File: src/rtl/video_tx_timing_gen.sv
// Transmit-side raster generator: regenerates 640x480@60 timing and feeds it pixels from an
// FWFT FIFO aligned on SOF-tagged words, falling back to colour bars when no aligned stream exists.
module video_tx_timing_gen #(
    parameter int unsigned H_ACTIVE = 640,
    parameter int unsigned H_FP     = 16,
    parameter int unsigned H_SYNC   = 96,
    parameter int unsigned H_BP     = 48,
    parameter int unsigned V_ACTIVE = 480,
    parameter int unsigned V_FP     = 10,
    parameter int unsigned V_SYNC   = 2,
    parameter int unsigned V_BP     = 33,
    parameter bit          SYNC_POL = 1'b0
) (
    input  logic        clk25,
    input  logic        rstin,
    input  logic        enable,
    input  logic [24:0] fifo_dout,
    input  logic        fifo_empty,
    output logic        fifo_rd_en,
    output logic [7:0]  red,
    output logic [7:0]  green,
    output logic [7:0]  blue,
    output logic        hsync,
    output logic        vsync,
    output logic        de,
    output logic        locked,
    output logic [15:0] underflow_cnt
);

    localparam int unsigned H_TOTAL = H_ACTIVE + H_FP + H_SYNC + H_BP;
    localparam int unsigned V_TOTAL = V_ACTIVE + V_FP + V_SYNC + V_BP;
    // h counter keeps at least 10 bits so the bar index h[9:7] always exists
    localparam int unsigned HW = ($clog2(H_TOTAL) > 10) ? $clog2(H_TOTAL) : 10;
    localparam int unsigned VW = ($clog2(V_TOTAL) > 1) ? $clog2(V_TOTAL) : 1;

    localparam logic [HW-1:0] HActEnd  = HW'(H_ACTIVE);
    localparam logic [HW-1:0] HSyncBeg = HW'(H_ACTIVE + H_FP);
    localparam logic [HW-1:0] HSyncEnd = HW'(H_ACTIVE + H_FP + H_SYNC);
    localparam logic [HW-1:0] HLast    = HW'(H_TOTAL - 1);
    localparam logic [VW-1:0] VActEnd  = VW'(V_ACTIVE);
    localparam logic [VW-1:0] VSyncBeg = VW'(V_ACTIVE + V_FP);
    localparam logic [VW-1:0] VSyncEnd = VW'(V_ACTIVE + V_FP + V_SYNC);
    localparam logic [VW-1:0] VLast    = VW'(V_TOTAL - 1);

    typedef enum logic [1:0] {StPattern, StLocked, StResync} state_e;

    state_e        state_q, state_d;
    logic [HW-1:0] h_q;
    logic [VW-1:0] v_q;
    logic [23:0]   rgb_q, rgb_d, bar_rgb;
    logic          de_q, hsync_q, vsync_q;
    logic [15:0]   uf_cnt_q;
    logic          run, active, frame_start, head_sof, head_ready, underflow;
    logic          in_hsync, in_vsync;

    assign run         = enable & ~rstin;
    assign active      = (h_q < HActEnd) && (v_q < VActEnd);
    assign frame_start = (h_q == '0) && (v_q == '0);
    assign head_sof    = fifo_dout[24];
    assign head_ready  = !fifo_empty && head_sof;
    assign in_hsync    = (h_q >= HSyncBeg) && (h_q < HSyncEnd);
    assign in_vsync    = (v_q >= VSyncBeg) && (v_q < VSyncEnd);

    always_comb begin
        case (h_q[9:7])
            3'd0:    bar_rgb = 24'hFFFFFF;
            3'd1:    bar_rgb = 24'hFFFF00;
            3'd2:    bar_rgb = 24'h00FFFF;
            3'd3:    bar_rgb = 24'h00FF00;
            3'd4:    bar_rgb = 24'hFF00FF;
            3'd5:    bar_rgb = 24'hFF0000;
            3'd6:    bar_rgb = 24'h0000FF;
            default: bar_rgb = 24'h000000;
        endcase
    end

    always_comb begin
        state_d    = state_q;
        fifo_rd_en = 1'b0;
        underflow  = 1'b0;
        rgb_d      = 24'h0;
        if (!run) begin
            state_d = StPattern;
        end else begin
            unique case (state_q)
                StPattern, StResync: begin
                    if (frame_start && head_ready) begin
                        // SOF word at frame start is pixel (0,0) of the new stream
                        state_d    = StLocked;
                        fifo_rd_en = 1'b1;
                        rgb_d      = fifo_dout[23:0];
                    end else if (state_q == StPattern) begin
                        fifo_rd_en = !fifo_empty && !head_sof;
                        rgb_d      = active ? bar_rgb : 24'h0;
                    end else if (frame_start) begin
                        state_d = StPattern;
                    end
                end
                StLocked: begin
                    if (active) begin
                        fifo_rd_en = !fifo_empty;
                        if (fifo_empty || (head_sof && !frame_start)) begin
                            underflow = 1'b1;
                            state_d   = StResync;
                        end else begin
                            rgb_d = fifo_dout[23:0];
                        end
                    end
                end
                default: state_d = StPattern;
            endcase
        end
    end

    always_ff @(posedge clk25 or posedge rstin) begin
        if (rstin) begin
            h_q <= '0;
            v_q <= '0;
        end else if (!enable) begin
            h_q <= '0;
            v_q <= '0;
        end else if (h_q == HLast) begin
            h_q <= '0;
            v_q <= (v_q == VLast) ? '0 : v_q + 1'b1;
        end else begin
            h_q <= h_q + 1'b1;
        end
    end

    always_ff @(posedge clk25 or posedge rstin) begin
        if (rstin) begin
            state_q  <= StPattern;
            de_q     <= 1'b0;
            rgb_q    <= 24'h0;
            hsync_q  <= ~SYNC_POL;
            vsync_q  <= ~SYNC_POL;
            uf_cnt_q <= 16'h0;
        end else begin
            state_q <= state_d;
            de_q    <= enable && active;
            rgb_q   <= rgb_d;
            hsync_q <= (enable && in_hsync) ? SYNC_POL : ~SYNC_POL;
            vsync_q <= (enable && in_vsync) ? SYNC_POL : ~SYNC_POL;
            if (underflow && (uf_cnt_q != 16'hFFFF)) begin
                uf_cnt_q <= uf_cnt_q + 16'd1;
            end
        end
    end

    assign red           = rgb_q[23:16];
    assign green         = rgb_q[15:8];
    assign blue          = rgb_q[7:0];
    assign hsync         = hsync_q;
    assign vsync         = vsync_q;
    assign de            = de_q;
    assign locked        = (state_q == StLocked);
    assign underflow_cnt = uf_cnt_q;

endmodule

File: config.mk
export PLATFORM = sky130hd
export DESIGN_NAME = video_tx_timing_gen
export DESIGN_NICKNAME = d
export VERILOG_FILES = /design/src/rtl/video_tx_timing_gen.sv
export SDC_FILE = /design/constraint.sdc
export NUM_CORES = 1
export LEC_CHECK = 0
export BUFFER_PORTS_ARGS = -buffer_cell sky130_fd_sc_hd__buf_2
export CORE_MARGIN = 10
export CORE_UTILIZATION = 30
export DETAILED_ROUTE_END_ITERATION = 10
export PLACE_DENSITY = 0.52
export SYNTH_ARGS = -nofsm -noshare
export SYNTH_HDL_FRONTEND = slang
export SYNTH_SLANG_ARGS = --single-unit
File: constraint.sdc
create_clock -name clk25 -period 2.6 [get_ports clk25]
set_input_delay 0.52 -clock clk25 [delete_from_list [all_inputs] [get_ports clk25]]
set_output_delay 0.52 -clock clk25 [all_outputs]
set_load 0.005 [all_outputs]
==> results.md, run 1 <==
Yosys:
- The commonest cells after synthesis are 63 x dfrtp_1, 25 x a21o_1, 24 x nor2_1.
- In this run, synthesis produced a sequential element count of 65.
- After technology mapping, the gate count stands at approximately 280.
- dfrtp_1 is the most common cell in the netlist.
- During synthesis, Yosys emitted a total of 0 warnings.
- The number of flops mapped to enable cells by yosys is 0.
- Of all flip-flops after synthesis, the portion carrying an async set or reset was 100%.
- After synthesis, flip-flops and latches occupy roughly 53% of the total area.
- The total standard cell area after synthesis is 3100 µm².
- The biggest area contributor in the post-synthesis netlist is dfrtp_1.
- For this run, the leading register cell type out of synthesis is dfrtp_1.
- By area the synthesized netlist is led by dfrtp_1 51%, xnor2_1 6.2%, a21o_1 6.1%.
- The synthesized area per cell is 11.2 µm².
- Synthesis produced a netlist with a net count of 310.
- Synthesis instantiated 52 different standard cells from the library.
- The top cell type by area accounts for 50.9% of the synthesized area.

Global route:
- The global-route wire length before repair is 12500 µm.
- The overall routing resource usage is 10.5%.
- The number of global-route vias before repair came to 2384.
- Entering global routing, the biggest net connects 31 pins.
- The number of antenna violations at the first check in global routing was 0.
- The global route total overflow is 0.

Pwr:
- The clock network burns 45.7% of the power.
- The worst-case IR drop observed on VDD is 0.330 mV.
- Cell internal power was estimated by the tool at 1.82 mW.
- The register share of total power is 45.3%.
- The total power per unit cell area is 609 nW/µm².
- The combinational power share is 9.0%.
- Of the total power, the share spent switching nets is between 20% and 30%.
- The analysis attributes to net switching a power of 0.559 mW.
- For this design the static power due to leakage is ~2.0 nW.

Detailed routing:
- Using the TritonRoute via totals, the vias-per-cell ratio works out to 4.73.
- For this block, the routed nets add up to 7490 µm of wire.
- The detailed-router iteration count before antenna repair is 4.
- The vias after detailed routing is 2359.
- After detailed routing, the number of remaining DRC violations is 0.
- The count of nets left with antenna violations after detail routing is 0.
- The number of DRC markers in iteration 0 is 130.
- The routed wirelength normalized by instance count is 15.0 µm.

Min path:
- The min-delay analysis places its worst path in the category primary input to async pin.

Worst setup path:
- The number of buffers and inverters on the critical path is 2.
- The most critical setup path has its startpoint at v_q[0]$_DFFE_PP0P_.
- The largest incremental delay on the critical path is 0.43 ns.
- The critical path goes through inv_1, ha_1, nor4b_4, nand3_2, nor2_2, nand3_1, a31oi_1, buf_2.
- The worst setup path is launched from a flip-flop.
- The top fanout value on the critical path is 6.
- The cell family contributing the most delay on the critical path is simple AND/OR/NAND/NOR gates.
- The endpoint type of the worst setup path is a primary output.
- In this run the critical register-to-register path is launched from v_q[0]$_DFFE_PP0P_.
- For the worst setup path, the data required time is 2.08 ns.
- The slowest stage of the critical path is the dfrtp_1 cell.
- The worst endpoint data arrival time is 1.93 ns.
- The critical path class is flip-flop to primary output.

Timing:
- Across the routed clock network, the largest skew measured is 0.0130 ns.
- Adding up every negative setup slack in the final design gives 0 ns.
- The number of failing setup endpoints in the final timing report is 0.
- Setup repair after global routing left no endpoint under its margin.
- For the pin with the worst max-slew slack, the measured transition is approximately 0.68 ns.
- For this run, the top clock speed supported by timing is 408 MHz.
- Headroom to the max-slew limit came out at 54.7%.
- The smallest clock period supported by the final layout is computed as 2.45 ns.
- The number of hold violations in the final report is 0.
- The number of pins with negative max-slew slack in the final report came to 0.
- After layout, the worst path uses around 94% of the clock period.
- The worst setup slack after layout is 0.147 ns.

Die:
- The die covers 14800 µm².
- between 70 and 80 I/O pins were placed.
- The die extent in x is 122 µm.
- For this configuration, the core starts out at a cell density of a little under a third.
- The total area inside the core boundary comes to 10200 µm².
- The floorplan row count is 37.
- The floorplan step set the die height to 122 µm.

CTS:
- The cell sitting at the root of the clock tree is a clkbuf_8.
- For this design, the sink count on the clock tree is 65.
- The CTS tree is yes.
- The number of buffers created by CTS is 9.
- The CTS H-tree depth is 3.
- The maximum count of clock buffers along a single path is 2.
- For this design, the CTS-stage hold fixing added 0 buffers.
- The clock transition at the registers of the reported paths is 0.08 ns.
- The later-pin clock latency in the skew report is 0.35 ns.

Placed design:
- The number of port buffers is 73.
- The pre-CTS worst setup slack is around 0.4 ns.
- The total placed cells including tap cells is around 480.
- The congestion estimate from routability-driven global placement came to roughly 0.75.
- The placed wire-length estimate is 5460 µm.

Layout:
- The number of nets in the layout is 392.
- The final standard cell utilization of the core is between 30% and 40%.
- The post-route netlist has between 30% and 40% of its cells at a drive strength greater than 1.
- The total inserted antenna cells is 0.
- Across the whole layout, storage elements account for between 1500 and 2000 µm².
- After filler insertion, the fill cell instance count of the layout stands at 1020.
- Summing all multi-input logic gate instances after layout gives 1390 µm².
- The area growth from synthesis to layout is 26.3%.
- The finished layout holds around 500 standard cells, fillers aside.

Run status:
- The flow ran to the end, and the final reports show no timing, DRC or antenna violations.

Flow run:
- Across the run, the number of max-cap violations was 0.
==> cell families (layout without fill, tap and decap cells) <==
logic type | count (synthesis) | after routing | synth area share, %
buffers and inverters | 19 | 106 | 3.43
adders and majority gates | 5 | 5 | 2.02
AOI/OAI and AO/OA | 41 | 41 | 9.61
xor gates and xnor gates | 29 | 29 | 8.20
DFF | 65 | 65 | 52.6
and+or+nand+nor | 115 | 115 | 23.5
muxes | 2 | 2 | 0.687
==> registers in the layout (all words and copies together), names as in the netlist <==
signal and count:
vsync 1, rgb_q 24, state_q 2, de 1, v_q 10, underflow_cnt 16
h_q 10, hsync 1
==> final timing paths <==
| path | cells after the start | slack [ns] | end |
|---|---|---|---|
| max in group asynchronous | 3 | 1.65 | hsync$_DFF_PP1_ |
| worst max-delay path | 8 | 0.15 | fifo_rd_en |
| min in group clk25 | 2 | 0.36 | rgb_q[14]$_DFF_PP0_ |
| worst min-delay path | 2 | 0.30 | rgb_q[5]$_DFF_PP0_ |
| worst max register to register | 9 | 0.57 | rgb_q[22]$_DFF_PP0_ |
| worst min register to register | 1 | 0.49 | underflow_cnt[12]$_DFFE_PP0P_ |
==> placed cells by master, fill, tap and decap left out, drive strengths merged, types with 4 or more instances in the layout <==
cell type  count
a21o          25
xnor2         22
ha             5
nor2          25
nand4         14
inv           11
nand2         12
clkbuf        10
dfrtp         63
o21ai          4
xor2           7
a21oi          7
nand3         19
and3           8
nor3           9
buf           81
==> metal layers <==
metal	wire (µm)	part of all wire, %	global-route usage [%]
met5	0	0	0
met4	144	1.9	4.92
met3	403	5.4	2.82
met2	3590	48	16.2
met1	3360	45	13.4
==> power groups by stage <==
| stage | registers [mW] | clock network [mW] | logic [mW] |
|---|---|---|---|
| 3_5_place_dp | 1.10 | 0 | 0.216 |
| 3_3_place_gp | 1.10 | 0 | 0.214 |
| 5_1_grt | 1.08 | 1.17 | 0.244 |
| 6_report | 1.08 | 1.09 | 0.215 |
| 2_1_floorplan | 1.10 | 0 | 0.107 |
| 4_1_cts | 1.08 | 1.11 | 0.217 |
==> layout make-up <==
class / count / area share [%]
Multi-Input combinational cell: 192 / 35.5
Sequential cell: 65 / 41.7
Timing Repair Buffer: 81 / 11.2
Tap cell: 136 / 4.35
Clock inverter: 6 / 2.88
Inverter: 9 / 0.864
Clock buffer: 10 / 3.52
==> metrics by stage <==
step | cell area [µm²] | power (mW) | hold WS (ns)
detailed placement | 3630 | 1.32 | 0.481
floorplan | 3100 | 1.21 | 0.471
global route | 3910 | 2.49 | 0.354
finish | 3910 | 2.38 | 0.298
CTS | 3880 | 2.40 | 0.314
global placement | 3630 | 1.31 | 0.474
==> what timing repair did <==
item	CTS	global route
endpoints found under the setup margin	0	1
resized for setup	0	5
buffers inserted	0	1
Power figures use the tool's default switching activity.
==> run 2, diff against run 1 <==
Settings changed: CELL_PAD_IN_SITES_DETAIL_PLACEMENT from default to 1, CELL_PAD_IN_SITES_GLOBAL_PLACEMENT from default to 1, GPL_ROUTABILITY_DRIVEN from default to 0, PLACE_DENSITY 0.52 to 0.63.
==> run 2 against run 1 <==
  * Global-route usage grew 0.35 points
  * Clock power shrank 20%
  * Register-to-register slack is essentially flat
  * Non-clock buffer count grew 3
  * Critical path type unchanged
  * Largest cell class unchanged
  * Die area is the same
  * Fmax grew 0.65%
==> results.md, run 2 (synthesized netlist as in run 1, its figures left out) <==
Run status:
- The flow ran to the end, and the final reports show no timing, DRC or antenna violations.

CTS:
- The maximum count of clock buffers along a single path is 2.
- The number of hold buffers added after CTS was 0.
- The CTS tree is yes.
- Clock latency on the worst-skew pair, taken at its later pin, is 0.34 ns.
- Clock-pin slew was measured on the worst setup and hold paths at about 0.080 ns.
- The number of buffers created by CTS is 9.
- The total clock sinks is between 60 and 70.
- The H-tree was split into 3 levels.
- In this run the clock root is driven by a clkbuf_8.

Worst setup path:
- The top fanout value on the critical path is 5.
- At the worst endpoint, the arrival time is 1.92 ns.
- The total number of cells along the worst setup path is 8.
- The critical path's top delay family is simple AND/OR/NAND/NOR gates.
- The cell with the largest stage delay on the worst path is dfrtp_2.
- The number of buffers and inverters on the critical path is 2.
- The endpoint type of the worst setup path is a primary output.
- Traced cell by cell, the critical path runs through inv_1, ha_1, nor4b_4, nand3_2, nor2_2, nand3_1, a31oi_1, buf_2.
- The startpoint type of the worst setup path is a flip-flop.
- The critical path is of the flip-flop to primary output type.
- In this design, the stage delay of the slowest critical-path cell is 0.44 ns.
- At the worst endpoint, the required time is 2.08 ns.
- For the worst flop-to-flop path, the logic depth is 6.

Detailed routing:
- In this run, the number of DRC markers left after iteration 0 of detailed routing was 95.
- The vias after detailed routing is between 2000 and 2500.
- The DRC violation count after routing is 0.
- The count of nets left with antenna violations after detail routing is 0.
- The routed via count divided by cell count is 4.82.
- For this block, the routed nets add up to roughly 8000 µm of wire.
- The pre-antenna-repair detailed-routing pass consisted of 4 iterations.
- The routed wirelength normalized by instance count is 16.0 µm.

Timing:
- The slew at the pin closest to its max-slew limit is 0.642 ns.
- Setup repair after global routing left no endpoint under its margin.
- Adding up every negative setup slack in the final design gives 0 ns.
- The number of pins with negative max-slew slack in the final report is 0.
- The headroom to the max-slew limit is about 57%.
- Clock skew on the completed layout was measured at 0.0108 ns.
- The minimum period implied by the final worst setup slack is 2.44 ns.
- The number of failing setup endpoints in the final timing report is 0.
- The final cycle utilization of the critical path is between 90% and 100%.
- Timing would allow up to between 400 and 500 MHz.
- The number of hold violations in the final report is 0.

Layout:
- The flip-flop count of the largest register, all copies and words added is 24.
- The number of antenna diodes in the final layout is 0.
- The area growth from synthesis to layout is 25.3%.
- Ranked by flip-flop count, first place goes to rgb_q.
- In the final design database the tool counted 395 nets.
- Once layout is complete, the utilization of the core stands at 38.1%.
- The library cells used most frequently in the layout, excluding fill and tap cells, are 73 x buf_2, 61 x dfrtp_1, 25 x a21o_1.
- The layout cell share with drive strength beyond 1 is between 30% and 40%.
- Leaving out fill and tap cells, the most frequent cell in the layout is buf_2.
- Excluding fillers, the count of instances in the completed layout stands at 502.

Global route:
- The number of antenna violations at the first check in global routing is 0.
- The number of global-route vias before repair is 2527.
- The overall routing resource usage is 10.8%.
- The global-route wire length before repair is 13200 µm.
- Entering global routing, the biggest net connects 54 pins.
- The global route total overflow is 0.

Pwr:
- The net switching power is about 0.56 mW.
- The internal power contribution is about 1.6 mW.
- The register share of total power is about half.
- The clock network burns 40.3% of the power.
- Net switching is roughly 26% of the power.
- The analysis attributes to cell leakage a power of around 2 nW.
- The overall power consumption is ~2.2 mW.
- Dividing total power by cell area gives a power density of ~560 nW/µm².
- IR analysis of the VDD net gives a maximum drop of roughly 0.24 mV.
- The combinational power share is 9.9%.

Placed design:
- The total placed cells including tap cells is 482.
- The placed wire-length estimate is 6020 µm.
- The number of port buffers is 73.

Die:
- The floorplan row count is 37.
- The initial utilization of the core area, before any placement, comes to between 30 and 40%.
- The full die area is about 15000 µm².
- The vertical die dimension is 122 µm.
- The number of top-level pins is 74.
- The die is 122 µm wide.
- The floorplan step defined a core boundary enclosing 10200 µm².

Flow run:
- Across the run, the number of max-cap violations was 0.

Min path:
- The type of the tightest min-delay check is primary input to async pin.
[run 2: power groups by stage]
stage,registers (mW),clock network (mW),logic (mW)
CTS,1.08,0.905,0.220
finish,1.08,0.874,0.215
detailed placement,1.10,0,0.219
global placement,1.10,0,0.215
floorplan,1.10,0,0.107
global route,1.08,0.944,0.244
[run 2: path summary, 6_finish.rpt]
path	from	to	slack, ns
max in group asynchronous	rstin	hsync$_DFF_PP1_	1.80
max	v_q[1]$_DFFE_PP0P_	fifo_rd_en	0.16
min reg2reg	underflow_cnt[12]$_DFFE_PP0P_	underflow_cnt[12]$_DFFE_PP0P_	0.49
max reg2reg	h_q[7]$_DFF_PP0_	rgb_q[3]$_DFF_PP0_	0.56
min	rstin	underflow_cnt[3]$_DFFE_PP0P_	0.15
min in group clk25	fifo_dout[10]	rgb_q[10]$_DFF_PP0_	0.37
[run 2: what timing repair did]
action,in CTS,in global routing
gates resized for setup,2,4
buffers inserted,0,4
pin swaps,0,2
endpoints found under the setup margin,1,1
[run 2: cell type report]
class                   count  area [µm²]
clock buffers               9         124
clock inverters             7        75.1
fillers                  1184        6300
inverters                   9        33.8
multi-input cells         192        1390
flip-flops and latches     65        1630
well taps                 136         170
repair buffers             84         460
[run 2: layer usage]
layer  up-vias  global-route usage (%)  part of all wire (%)
met2        47                    17.9                    50
met5         -                       0                     0
met1      1221                    13.2                    44
met3         8                    3.61                   5.0
li1       1144                       -                     -
met4         0                    3.28                   1.1
[run 2: stage by stage]
stage | setup slack, ns | hold WS, ns | cell area, µm²
3_3_place_gp | 0.400 | 0.475 | 3630
3_5_place_dp | 0.357 | 0.492 | 3630
6_report | 0.162 | 0.153 | 3880
5_1_grt | 0.000930 | 0.160 | 3880
4_1_cts | 0.0402 | 0.150 | 3840
2_1_floorplan | 0.457 | 0.471 | 3100
